File: config.mk
export PLATFORM = sky130hd
export DESIGN_NAME = sram_stream_ctrl
export DESIGN_NICKNAME = d
export VERILOG_FILES = /design/src/rtl/sram_stream_ctrl.sv
export SDC_FILE = /design/constraint.sdc
export NUM_CORES = 1
export LEC_CHECK = 0
export ABC_CLOCK_PERIOD_IN_PS = 4700
export CAP_MARGIN = 15
export CELL_PAD_IN_SITES_DETAIL_PLACEMENT = 1
export CELL_PAD_IN_SITES_GLOBAL_PLACEMENT = 1
export CORE_MARGIN = 2
export CORE_UTILIZATION = 40
export CTS_BUF_LIST = sky130_fd_sc_hd__clkbuf_2 sky130_fd_sc_hd__clkbuf_4 sky130_fd_sc_hd__clkbuf_8
export CTS_CLUSTER_DIAMETER = 40
export DETAILED_ROUTE_END_ITERATION = 6
export PLACE_DENSITY_LB_ADDON = 0.1
export SLEW_MARGIN = 20
export SYNTH_ARGS = -nofsm -noshare
export SYNTH_HDL_FRONTEND = slang
export SYNTH_SLANG_ARGS = --single-unit
File: constraint.sdc
create_clock -name clk -period 4.7 [get_ports clk]
set_input_delay 0.47 -clock clk [delete_from_list [all_inputs] [get_ports clk]]
set_output_delay 0.47 -clock clk [all_outputs]
set_load 0.005 [all_outputs]
File: src/rtl/sram_stream_ctrl.sv
// Byte-stream front end for a bank of 512x8 SRAM macros: pointer-based loads,
// single reads and credit-limited dump reads feeding a small output FIFO.
module sram_stream_ctrl #(
    parameter int NUM_BANKS = 2,
    parameter int OUT_DEPTH = 4,
    parameter int ADDR_W    = 9 + $clog2(NUM_BANKS)
) (
    input  logic                   clk,
    input  logic                   rst_n,
    input  logic                   in_valid,
    output logic                   in_ready,
    input  logic [2:0]             in_mode,
    input  logic [7:0]             in_data,
    output logic                   out_valid,
    input  logic                   out_ready,
    output logic [7:0]             out_data,
    output logic [ADDR_W-1:0]      ptr,
    output logic                   ptr_wrapped,
    output logic                   busy,
    output logic [NUM_BANKS-1:0]   sram_cen,
    output logic [NUM_BANKS-1:0]   sram_gwen,
    output logic [7:0]             sram_wen,
    output logic [8:0]             sram_a,
    output logic [7:0]             sram_d,
    input  logic [8*NUM_BANKS-1:0] sram_q
);

    // Handshakes: a transfer happens on a rising edge where valid && ready are both
    // high; ready never depends on valid, and valid/data hold until the transfer.

    localparam int BANK_W = (NUM_BANKS > 1) ? $clog2(NUM_BANKS) : 1;
    localparam int PTR_W  = $clog2(OUT_DEPTH);
    localparam int CNT_W  = PTR_W + 1;
    localparam int HI_W   = ADDR_W - 8;

    localparam logic [2:0] M_LOAD = 3'b000;
    localparam logic [2:0] M_LO   = 3'b001;
    localparam logic [2:0] M_HI   = 3'b010;
    localparam logic [2:0] M_READ = 3'b011;
    localparam logic [2:0] M_DUMP = 3'b100;

    localparam logic [ADDR_W-1:0] PTR_ONE = ADDR_W'(1);
    localparam logic [CNT_W:0]    DEPTH_C = (CNT_W + 1)'(OUT_DEPTH);

    typedef enum logic {S_IDLE, S_DUMP} state_t;

    state_t                 state_q, state_d;
    logic [ADDR_W-1:0]      ptr_q, ptr_d;
    logic                   wrapped_q, wrapped_d;
    logic [7:0]             beats_q, beats_d;
    logic [NUM_BANKS-1:0]   cen_q, cen_d;
    logic [NUM_BANKS-1:0]   gwen_q, gwen_d;
    logic [7:0]             wen_q, wen_d;
    logic [8:0]             a_q, a_d;
    logic [7:0]             wdata_q, wdata_d;
    logic                   rd1_q, rd1_d;
    logic [BANK_W-1:0]      bank1_q, bank1_d;
    logic                   rd2_q, rd2_d;
    logic [BANK_W-1:0]      bank2_q, bank2_d;
    logic [7:0]             mem_q [OUT_DEPTH];
    logic [7:0]             mem_d [OUT_DEPTH];
    logic [PTR_W-1:0]       wr_ptr_q, wr_ptr_d;
    logic [PTR_W-1:0]       rd_ptr_q, rd_ptr_d;
    logic [CNT_W-1:0]       cnt_q, cnt_d;

    logic [BANK_W-1:0]      bank;
    logic [CNT_W:0]         occ;
    logic                   credit;
    logic                   accept;
    logic                   do_read;
    logic                   step;
    logic                   push;
    logic                   pop;
    logic [7:0]             push_data;

    if (NUM_BANKS > 1) begin : g_bank
        assign bank = ptr_q[ADDR_W-1:9];
    end else begin : g_bank1
        assign bank = '0;
    end

    // Occupancy counts reads still in the macro pipeline so the FIFO cannot overflow.
    assign occ       = {1'b0, cnt_q} + (CNT_W + 1)'(rd1_q) + (CNT_W + 1)'(rd2_q);
    assign credit    = occ < DEPTH_C;
    assign in_ready  = (state_q == S_IDLE) && credit;
    assign accept    = in_valid && in_ready;
    assign out_valid = cnt_q != '0;
    assign out_data  = mem_q[rd_ptr_q];
    assign push      = rd2_q;
    assign pop       = out_valid && out_ready;
    assign push_data = sram_q[8*int'(bank2_q) +: 8];

    assign ptr         = ptr_q;
    assign ptr_wrapped = wrapped_q;
    assign busy        = state_q == S_DUMP;
    assign sram_cen    = cen_q;
    assign sram_gwen   = gwen_q;
    assign sram_wen    = wen_q;
    assign sram_a      = a_q;
    assign sram_d      = wdata_q;

    always_comb begin
        state_d   = state_q;
        ptr_d     = ptr_q;
        wrapped_d = wrapped_q;
        beats_d   = beats_q;
        cen_d     = '1;
        gwen_d    = '1;
        wen_d     = 8'hFF;
        a_d       = a_q;
        wdata_d   = wdata_q;
        rd1_d     = 1'b0;
        bank1_d   = bank1_q;
        do_read   = 1'b0;
        step      = 1'b0;

        if (state_q == S_IDLE) begin
            if (accept) begin
                case (in_mode)
                    M_LOAD: begin
                        cen_d[bank]  = 1'b0;
                        gwen_d[bank] = 1'b0;
                        wen_d        = 8'h00;
                        a_d          = ptr_q[8:0];
                        wdata_d      = in_data;
                        step         = 1'b1;
                    end
                    M_LO: begin
                        ptr_d[7:0] = in_data;
                        wrapped_d  = 1'b0;
                    end
                    M_HI: begin
                        ptr_d[ADDR_W-1:8] = in_data[HI_W-1:0];
                        wrapped_d         = 1'b0;
                    end
                    M_READ: do_read = 1'b1;
                    M_DUMP: begin
                        state_d = S_DUMP;
                        beats_d = in_data;
                    end
                    default: ;
                endcase
            end
        end else if (credit) begin
            do_read = 1'b1;
            if (beats_q == 8'd0) begin
                state_d = S_IDLE;
            end else begin
                beats_d = beats_q - 8'd1;
            end
        end

        if (do_read) begin
            cen_d[bank] = 1'b0;
            a_d         = ptr_q[8:0];
            rd1_d       = 1'b1;
            bank1_d     = bank;
            step        = 1'b1;
        end

        if (step) begin
            ptr_d = ptr_q + PTR_ONE;
            if (ptr_q == '1) begin
                wrapped_d = 1'b1;
            end
        end
    end

    // Read pipeline: stage 1 = pins driven, stage 2 = macro Q valid, then FIFO push.
    always_comb begin
        rd2_d    = rd1_q;
        bank2_d  = bank1_q;
        mem_d    = mem_q;
        wr_ptr_d = wr_ptr_q;
        rd_ptr_d = rd_ptr_q;
        if (push) begin
            mem_d[wr_ptr_q] = push_data;
            wr_ptr_d        = wr_ptr_q + PTR_W'(1);
        end
        if (pop) begin
            rd_ptr_d = rd_ptr_q + PTR_W'(1);
        end
        cnt_d = cnt_q + CNT_W'(push) - CNT_W'(pop);
    end

    always_ff @(posedge clk or negedge rst_n) begin
        if (!rst_n) begin
            state_q   <= S_IDLE;
            ptr_q     <= '0;
            wrapped_q <= 1'b0;
            beats_q   <= '0;
            cen_q     <= '1;
            gwen_q    <= '1;
            wen_q     <= 8'hFF;
            a_q       <= '0;
            wdata_q   <= '0;
            rd1_q     <= 1'b0;
            bank1_q   <= '0;
            rd2_q     <= 1'b0;
            bank2_q   <= '0;
            wr_ptr_q  <= '0;
            rd_ptr_q  <= '0;
            cnt_q     <= '0;
            for (int i = 0; i < OUT_DEPTH; i++) begin
                mem_q[i] <= '0;
            end
        end else begin
            state_q   <= state_d;
            ptr_q     <= ptr_d;
            wrapped_q <= wrapped_d;
            beats_q   <= beats_d;
            cen_q     <= cen_d;
            gwen_q    <= gwen_d;
            wen_q     <= wen_d;
            a_q       <= a_d;
            wdata_q   <= wdata_d;
            rd1_q     <= rd1_d;
            bank1_q   <= bank1_d;
            rd2_q     <= rd2_d;
            bank2_q   <= bank2_d;
            wr_ptr_q  <= wr_ptr_d;
            rd_ptr_q  <= rd_ptr_d;
            cnt_q     <= cnt_d;
            mem_q     <= mem_d;
        end
    end

endmodule

* Word-level counts from Yosys, hierarchy flattened *
Index checks and enable logic that the tools add are counted.

word-level totals
  logic and storage cells = 119
  flip-flop bits (word level) = 92

operators by class
  reductions and logical operators = 21
  add/subtract/negate cells = 8
  shifts and indexed selects = 1
  $lt $le $gt $ge = 6
  muxes and demuxes = 48
  equal/unequal tests = 9
  bitwise operators = 5

operator list
  kind                     count
  $mux W8                  12
  $mux W9                  4
  $bwmux W32               1
  $mux W10                 3
  $mux W1                  20
  $bmux W8 S2              1
  $demux W8 S2             1
  $shiftx A16 B5 Y8        1
  $reduce_bool A2 Y1       7
  $reduce_and A3 Y1        4
  $add A10 B1 Y10 const B  1
  $eq A10 B10 Y1 const B   1
  $mux W2                  5
  $logic_not A8 Y1         1
  $sub A8 B1 Y8 const B    1
  $eq A3 B2 Y1 const B     2
  $ge A3 B3 Y1 const B     2
  $ne A2 B1 Y1 const B     3
  $not A2 Y3               2
  $logic_and A1 B1 Y1      5
  $add A2 B1 Y2 const B    2
  $add A3 B1 Y4            1
  $add A4 B1 Y4            1
  $lt A4 B3 Y1 const B     1
  other kinds (16)         16

* Depth between registers and ports, before layout *
Gate-level depths: netlist of run 1.

  word-level depth = 10
  gate-level depth with buffers = 8
  gate-level depth less buffers = 8

* Worst setup path after synthesis of run 1 *
Ideal clock, no wire load.

  path type = register -> register
  start point = register cnt_q[1]
  end point = register cnt_q[2]
  clock period less this slack = 2.126 ns
  path buffers = 0
  setup slack = 2.574 ns
  data arrival time = 2.005 ns
  stages on the path, launching flop included = 9
  path through = dfrtp_1 > or3_1 > and2_1 > ha_1 > inv_1 > ha_1 > inv_1 > fa_1 > xor2_1

on the way
  longest elaborated chain between the ends = 3

ends and longest elaborated chain
  element                 line  RTL
  from (decl)             64    logic [CNT_W-1:0] cnt_q, cnt_d;
  from (signal assigned)  223   cnt_q <= cnt_d;
  $reduce_bool A3 Y1      87    assign out_valid = cnt_q != '0;
  net out_valid           14    output logic out_valid,
  $logic_and A1 B1 Y1     90    assign pop = out_valid && out_ready;
  net pop                 73    logic pop;
  $sub A3 B1 Y3           183   cnt_d = cnt_q + CNT_W'(push) - CNT_W'(pop);
  net cnt_d[2]            64

The timed path passes the listed nets, and every way through them passes these cells.
A chain may end at the register's enable or synchronous reset.

* Final worst setup path of run 1 *
  start point = register rd2_q, in the netlist push
  end point = output in_ready

on the way
  longest elaborated chain between the ends = 3

ends and longest elaborated chain
  element                 line  RTL
  from (decl)             58    logic rd2_q, rd2_d;
  from (signal assigned)  219   rd2_q <= rd2_d;
  $add A4 B1 Y4           83    assign occ = {1'b0, cnt_q} + (CNT_W + 1)'(rd1_q) + (CNT_W + 1)'(rd2_q);
  $lt A4 B3 Y1            84    assign credit = occ < DEPTH_C;
  $logic_and A1 B1 Y1     85    assign in_ready = (state_q == S_IDLE) && credit;
  to (decl)               11    output logic in_ready,

Every way passes these cells.

==> results.py, run 1 <==
metrics = {
    "synthesis": {
        "yosysWarnings": 0,
        "yosys.area.top_type": "dfrtp_1",
        "syn_inst": 391,
        "syn_area_per_cell_um2": 10.5,
        "ys_types": 58,
        "ys_ff_latch": 85,
        "seq_area_frac_synth": 0.522,
        "ys_top_cells_by_area": "dfrtp_1 (49%), a21oi_1 (5.3%), mux4_2 (4.4%), nand2_1 (4.3%), nor2_1 (3.8%)",
        "netlist_area_um2": 4090,
        "synth_edf_count": 0,
        "synth_fp_nets": 433,
        "synth.top_cell.area_share": 0.490,
        "synthArstFlopShare": 1.00,
        "synthFlopType": "dfrtp_1",
    },
    "global_route": {
        "track_usage": 0.200,
        "grt_pass1_wl_mm": 17.7,
        "gr-max-usage-layer": "met2",
        "gr-usage-met1": 0.260,
        "grt_pass1_vias": 3388,
        "antenna_found_initial": 0,
        "gr-usage-met2": 0.344,
        "grt_max_degree": 55,
        "overflow": 0,
        "gr-usage-met3": 0.0374,
    },
    "final_layout": {
        "antenna_cells": 0,
        "syn2layout_area_growth_pct": 25.8,
        "layout-drive-gt1-share": 0.108,
        "fillCellCount": 1080,
        "nets": 501,
        "final_area_um2": 5140,
    },
    "timing": {
        "slew_headroom": 0.428,
        "post-route-worst-setup-slack_ps": 1810,
        "hold_viol_final": 0,
        "holdWs_ps": 31.9,
        "fin_skew_ps": 13.8,
        "rsz0062_at_grt": "false",
        "min_period_ps": 2890,
        "fin_setup_tns_ps": 0,
        "fmax_mhz": 346,
        "setup_viol": 0,
        "post-route-period-util": 0.615,
        "drv_slew": 0,
        "worst_slew_pin_slew_ps": 858,
    },
    "place": {
        "place_ws_ps": 2100,
        "portBuffers": 81,
        "globalplace.congestion": 0.784,
        "dp_hpwl_mm": 7.47,
        "placed_cell_area_um2": 4940,
    },
    "critical_path": {
        "end_kind": "output port",
        "arrival_ps": 2420,
        "critPathKind": "reg2out",
        "required_ps": 4230,
        "rr_startpoint": "push$_DFF_PN0_",
        "worst-path-max-fanout": 13,
        "cp-startpoint": "push$_DFF_PN0_",
        "cp-start-kind": "flip-flop",
    },
    "pwr": {
        "peakVddDrop_mv": 0.256,
        "power_mw": 3.59,
        "p_per_area_nw_per_um2": 698,
        "power.leakage_nw": 2.18,
    },
    "min_path": {
        "min_path_type": "in2async",
    },
    "clock_tree": {
        "insertion_delay_ps": 360,
        "cts_tree": "yes",
        "postCtsSetupRepairBufs": 0,
        "cts_hold_buf": 0,
        "cts_buffers": 9,
        "clk_pin_slew_ps": 100,
        "cts_max_level": 3,
        "cts.sinks": 85,
        "clock_path_buffers": 2,
        "cts_root_buf": "clkbuf_8",
        "ctsResizeCount": 0,
    },
    "floorplan": {
        "core_area_um2": 9860,
        "initial_core_util": 0.414,
        "die_y_um": 105,
        "rows": 36,
        "io_pins": 82,
        "dieWidth_um": 105,
        "dieArea_um2": 11000,
    },
    "routing": {
        "drc": 0,
        "wl_per_cell_um": 17.6,
        "vias": 3158,
        "viasPerCell": 5.29,
        "finalWirelength_mm": 10.5,
        "final_antenna_net_count": 0,
        "dr.pass1.iters": 4,
        "drt_iter0_markers": 81,
    },
    "job": {
        "cap_violations": 0,
    },
    "run_status": {
        "status": "completed",
    },
}
[synthesized netlist by cell type, drive strengths merged, types with 4 or more instances]
cell	count
nand2	47
mux4	8
nor2	41
inv	15
dfrtp	80
nor3	6
or3	4
mux2i	9
and2	5
o22ai	5
nand3	7
buf	15
a21oi	44
mux2	8
o21ai	18
ha	10
clkbuf	11
dfstp	5
[metrics by stage]
step | util | cells
floorplan | - | 391
finish | 0.521 | 597
global route | 0.521 | 597
global placement | 0.500 | 581
CTS | 0.521 | 597
detailed placement | 0.500 | 581
[final cells by class]
cell class	count	area (um^2)	area share
timing repair buffer	83	823	0.160
sequential	85	2130	0.415
clock inverter	6	68.8	0.0134
multi-input combinational	265	1760	0.342
tap	133	166	0.0324
inverter	15	56.3	0.0109
clock buffer	10	138	0.0268
[power breakdown]
group          switching (mW)  total, mW  internal [mW]  leakage (nW)
registers               0.343       1.41           1.07         0.979
clock network           0.292      0.558          0.265         0.104
logic                   0.773       1.62          0.845          1.09
total                    1.41       3.59           2.18          2.18
[worst max-delay path: stages (launching register included)]
cell and delay (ps):
dfrtp_1 480, ha_1 330, a211oi_1 370, a211oi_2 60
buf_4 210, nor2_1 100, clkdlybuf4s50_1 520
[flip-flops by register name, summed over array words and instances (netlist names), 3 cells and up]
name	flops
mem_q	32
ptr	10
sram_a	9
beats_q	8
sram_d	8
cnt_q	3
[placed cells by master (no fill, tap or decap), types with 3 or more instances in the layout]
master / Yosys / final
buf_4: 8 / 3
mux2_2: 8 / 8
or3_1: 4 / 4
nand3_1: 6 / 6
ha_1: 10 / 10
clkdlybuf4s50_1: 0 / 80
o21ai_0: 18 / 18
nor3_1: 5 / 5
nand3b_1: 3 / 3
xor2_1: 3 / 3
dfrtp_1: 80 / 80
inv_6: 0 / 3
nor2_1: 41 / 41
mux2i_1: 9 / 9
mux4_2: 8 / 8
o221ai_1: 3 / 3
a21o_1: 3 / 3
and2_1: 5 / 5
a22oi_1: 3 / 3
inv_1: 15 / 15
o22ai_1: 5 / 5
clkbuf_8: 0 / 10
dfstp_2: 5 / 5
nand2_1: 47 / 47
a21oi_1: 43 / 43
[routing by layer]
| layer | share of wire | up-vias | wire length [um] |
|---|---|---|---|
| met5 | 0 | - | 0 |
| met4 | 0.017 | 0 | 176 |
| li1 | - | 1506 | - |
| met3 | 0.034 | 19 | 363 |
| met2 | 0.49 | 71 | 5170 |
| met1 | 0.46 | 1562 | 4830 |
[cells by family after synthesis]
group | after synthesis | share of synthesized area
mux | 25 | 0.0882
simple gates | 127 | 0.147
fa+ha+maj | 11 | 0.0355
xor+xnor | 5 | 0.0126
buf+inv | 41 | 0.0484
compound gates | 97 | 0.147
flops | 85 | 0.522
[worst paths after layout]
path / endpoint / slack (ps) / depth (start not counted)
worst max-delay path: in_ready / 1810 / 6
min in group clk: bank2_q$_DFF_PN0_ / 410 / 0
max in group asynchronous: mem_q[17]$_DFFE_PN0P_ / 3610 / 2
worst min-delay path: cnt_q[2]$_DFF_PN0_ / 30 / 1
worst min register to register: bank2_q$_DFF_PN0_ / 410 / 0
worst max register to register: ptr[7]$_DFFE_PN0P_ / 2110 / 6
Note: power is estimated with default switching activity, not from simulation.
==> inputs of run 2 (changes only) <==
ABC_CLOCK_PERIOD_IN_PS = 2540   (was 4700)
CORE_UTILIZATION = 37   (was 40)
clock period = 2.54 ns   (was 4.7 ns; I/O delays follow)
==> run 2 against run 1 <==
Against the previous run: count of clock-buffer cells in the layout increased by 4; clock power increased by 85%; critical path depth unchanged; core utilization decreased by 3.1 points; largest cell class unchanged; non-clock buffer count increased by 13; power increased by 91%; sequential power increased by 80%.
==> results.py, run 2 (synthesis results as in run 1) <==
metrics = {
    "place": {
        "placed_cell_area_um2": 5020,
        "globalplace.congestion": 0.759,
        "dp_hpwl_mm": 7.90,
        "place_inst": 596,
        "portBuffers": 81,
        "place_ws_ps": 254,
    },
    "global_route": {
        "overflow": 0,
        "grt_pass1_vias": 3407,
        "antenna_found_initial": 0,
        "grt_pass1_wl_mm": 17.5,
        "grt_max_degree": 43,
        "track_usage": 0.196,
    },
    "final_layout": {
        "final_util": 0.490,
        "top_register": "mem_q",
        "final_cell_mix": "dfrtp_1 (79), clkdlybuf4s50_1 (79), nand2_1 (47), a21oi_1 (43), nor2_1 (41)",
        "syn2layout_area_growth_pct": 29.4,
        "fillCellCount": 1210,
        "final_area_um2": 5290,
        "layout.cells.non_filler": 616,
        "antenna_cells": 0,
        "layout-drive-gt1-share": 0.134,
        "nets": 514,
        "largest_reg_flops": 32,
    },
    "pwr": {
        "seqPwrFrac": 0.370,
        "power.leakage_nw": 2.27,
        "switching_share": 0.380,
        "peakVddDrop_mv": 0.506,
        "p_int_mw": 4.25,
        "p_per_area_nw_per_um2": 1300,
        "power_mw": 6.85,
        "p_clk_frac": 0.150,
        "p_sw_mw": 2.61,
        "power_frac_comb": 0.479,
    },
    "routing": {
        "wl_per_cell_um": 17.7,
        "final_antenna_net_count": 0,
        "viasPerCell": 5.21,
        "drt_iter0_markers": 98,
        "finalWirelength_mm": 10.9,
        "vias": 3212,
        "drc": 0,
        "dr.pass1.iters": 4,
    },
    "clock_tree": {
        "clock_path_buffers": 2,
        "clk_pin_slew_ps": 80,
        "cts_max_level": 3,
        "cts_tree": "yes",
        "insertion_delay_ps": 360,
        "cts_buffers": 9,
        "cts.sinks": 85,
        "cts_root_buf": "clkbuf_8",
    },
    "job": {
        "cap_violations": 0,
    },
    "critical_path": {
        "critPathKind": "reg2reg",
        "worst-path-max-fanout": 14,
        "cp-start-kind": "flip-flop",
        "arrival_ps": 2490,
        "slowest_delay_ps": 400,
        "end_kind": "flip-flop",
        "slowest_stage": "dfrtp_1",
        "required_ps": 2820,
        "crit_chain": "ha_1 > a211oi_2 > a211o_1 > o21a_2 > o221ai_1 > a41oi_1",
    },
    "min_path": {
        "min_path_type": "reg2reg",
    },
    "timing": {
        "min_period_ps": 2210,
        "post-route-worst-setup-slack_ps": 326,
        "fin_setup_tns_ps": 0,
        "post-route-period-util": 0.871,
        "holdWs_ps": 377,
        "fin_skew_ps": 6.86,
        "hold_viol_final": 0,
        "setup_viol": 0,
        "worst_slew_pin_slew_ps": 642,
        "fmax_mhz": 452,
        "rsz0062_at_grt": "false",
        "slew_headroom": 0.572,
        "drv_slew": 0,
    },
    "run_status": {
        "status": "completed",
    },
    "floorplan": {
        "io_pins": 82,
        "initial_core_util": 0.379,
        "core_area_um2": 10800,
        "rows": 38,
        "die_y_um": 109,
        "dieWidth_um": 109,
        "dieArea_um2": 11900,
    },
}
-- run 2: cell type report --
class | instances | area (um^2) | area share
multi-input combinational | 265 | 1770 | 0.335
inverter | 15 | 56.3 | 0.0106
sequential | 85 | 2130 | 0.404
timing repair buffer | 96 | 938 | 0.177
clock inverter | 1 | 30.0 | 0.00568
tap | 140 | 175 | 0.0331
clock buffer | 14 | 180 | 0.0341
-- run 2: worst paths after layout --
path / startpoint / endpoint / slack, ps / cells past startpoint
min: bank1_q$_DFFE_PN0P_ / bank2_q$_DFF_PN0_ / 380 / 0
max reg2reg: cnt_q[0]$_DFF_PN0_ / beats_q[2]$_DFFE_PN0P_ / 330 / 6
max in group asynchronous: rst_n / sram_wen[6]$_DFF_PN1_ / 1410 / 3
min in group asynchronous: rst_n / mem_q[29]$_DFFE_PN0P_ / 430 / 2
max: cnt_q[0]$_DFF_PN0_ / beats_q[2]$_DFFE_PN0P_ / 330 / 6
min reg2reg: bank1_q$_DFFE_PN0P_ / bank2_q$_DFF_PN0_ / 380 / 0
-- run 2: repair_timing --
item	4_1_cts	5_1_grt
resized for setup	2	3
hold buffers	1	0
pin swaps	0	1
endpoints found under the hold margin	39	0
setup endpoints to repair	1	1
setup buffers	0	4
-- run 2: worst max-delay path, delay by kind of cell, from the launching register on --
kind,cells,cell delay (ps)
AOI/OAI and AO/OA,5,1390
DFF,1,400
adders and majority gates,1,320
-- run 2: power groups by stage --
stage / Combinational [mW] / Sequential [mW] / Clock (mW)
floorplan: 2.01 / 2.37 / 0
global placement: 3.11 / 2.53 / 0
detailed placement: 3.22 / 2.58 / 0
CTS: 3.28 / 2.56 / 1.06
global route: 3.65 / 2.64 / 1.14
finish: 3.29 / 2.54 / 1.03
-- run 2: routing by layer --
| layer | up-vias | global-route usage | share of wire |
|---|---|---|---|
| met4 | 0 | 0.0806 | 0.015 |
| met2 | 66 | 0.333 | 0.50 |
| li1 | 1532 | - | - |
| met1 | 1603 | 0.245 | 0.45 |
| met3 | 11 | 0.0353 | 0.036 |
| met5 | - | 0 | 0 |
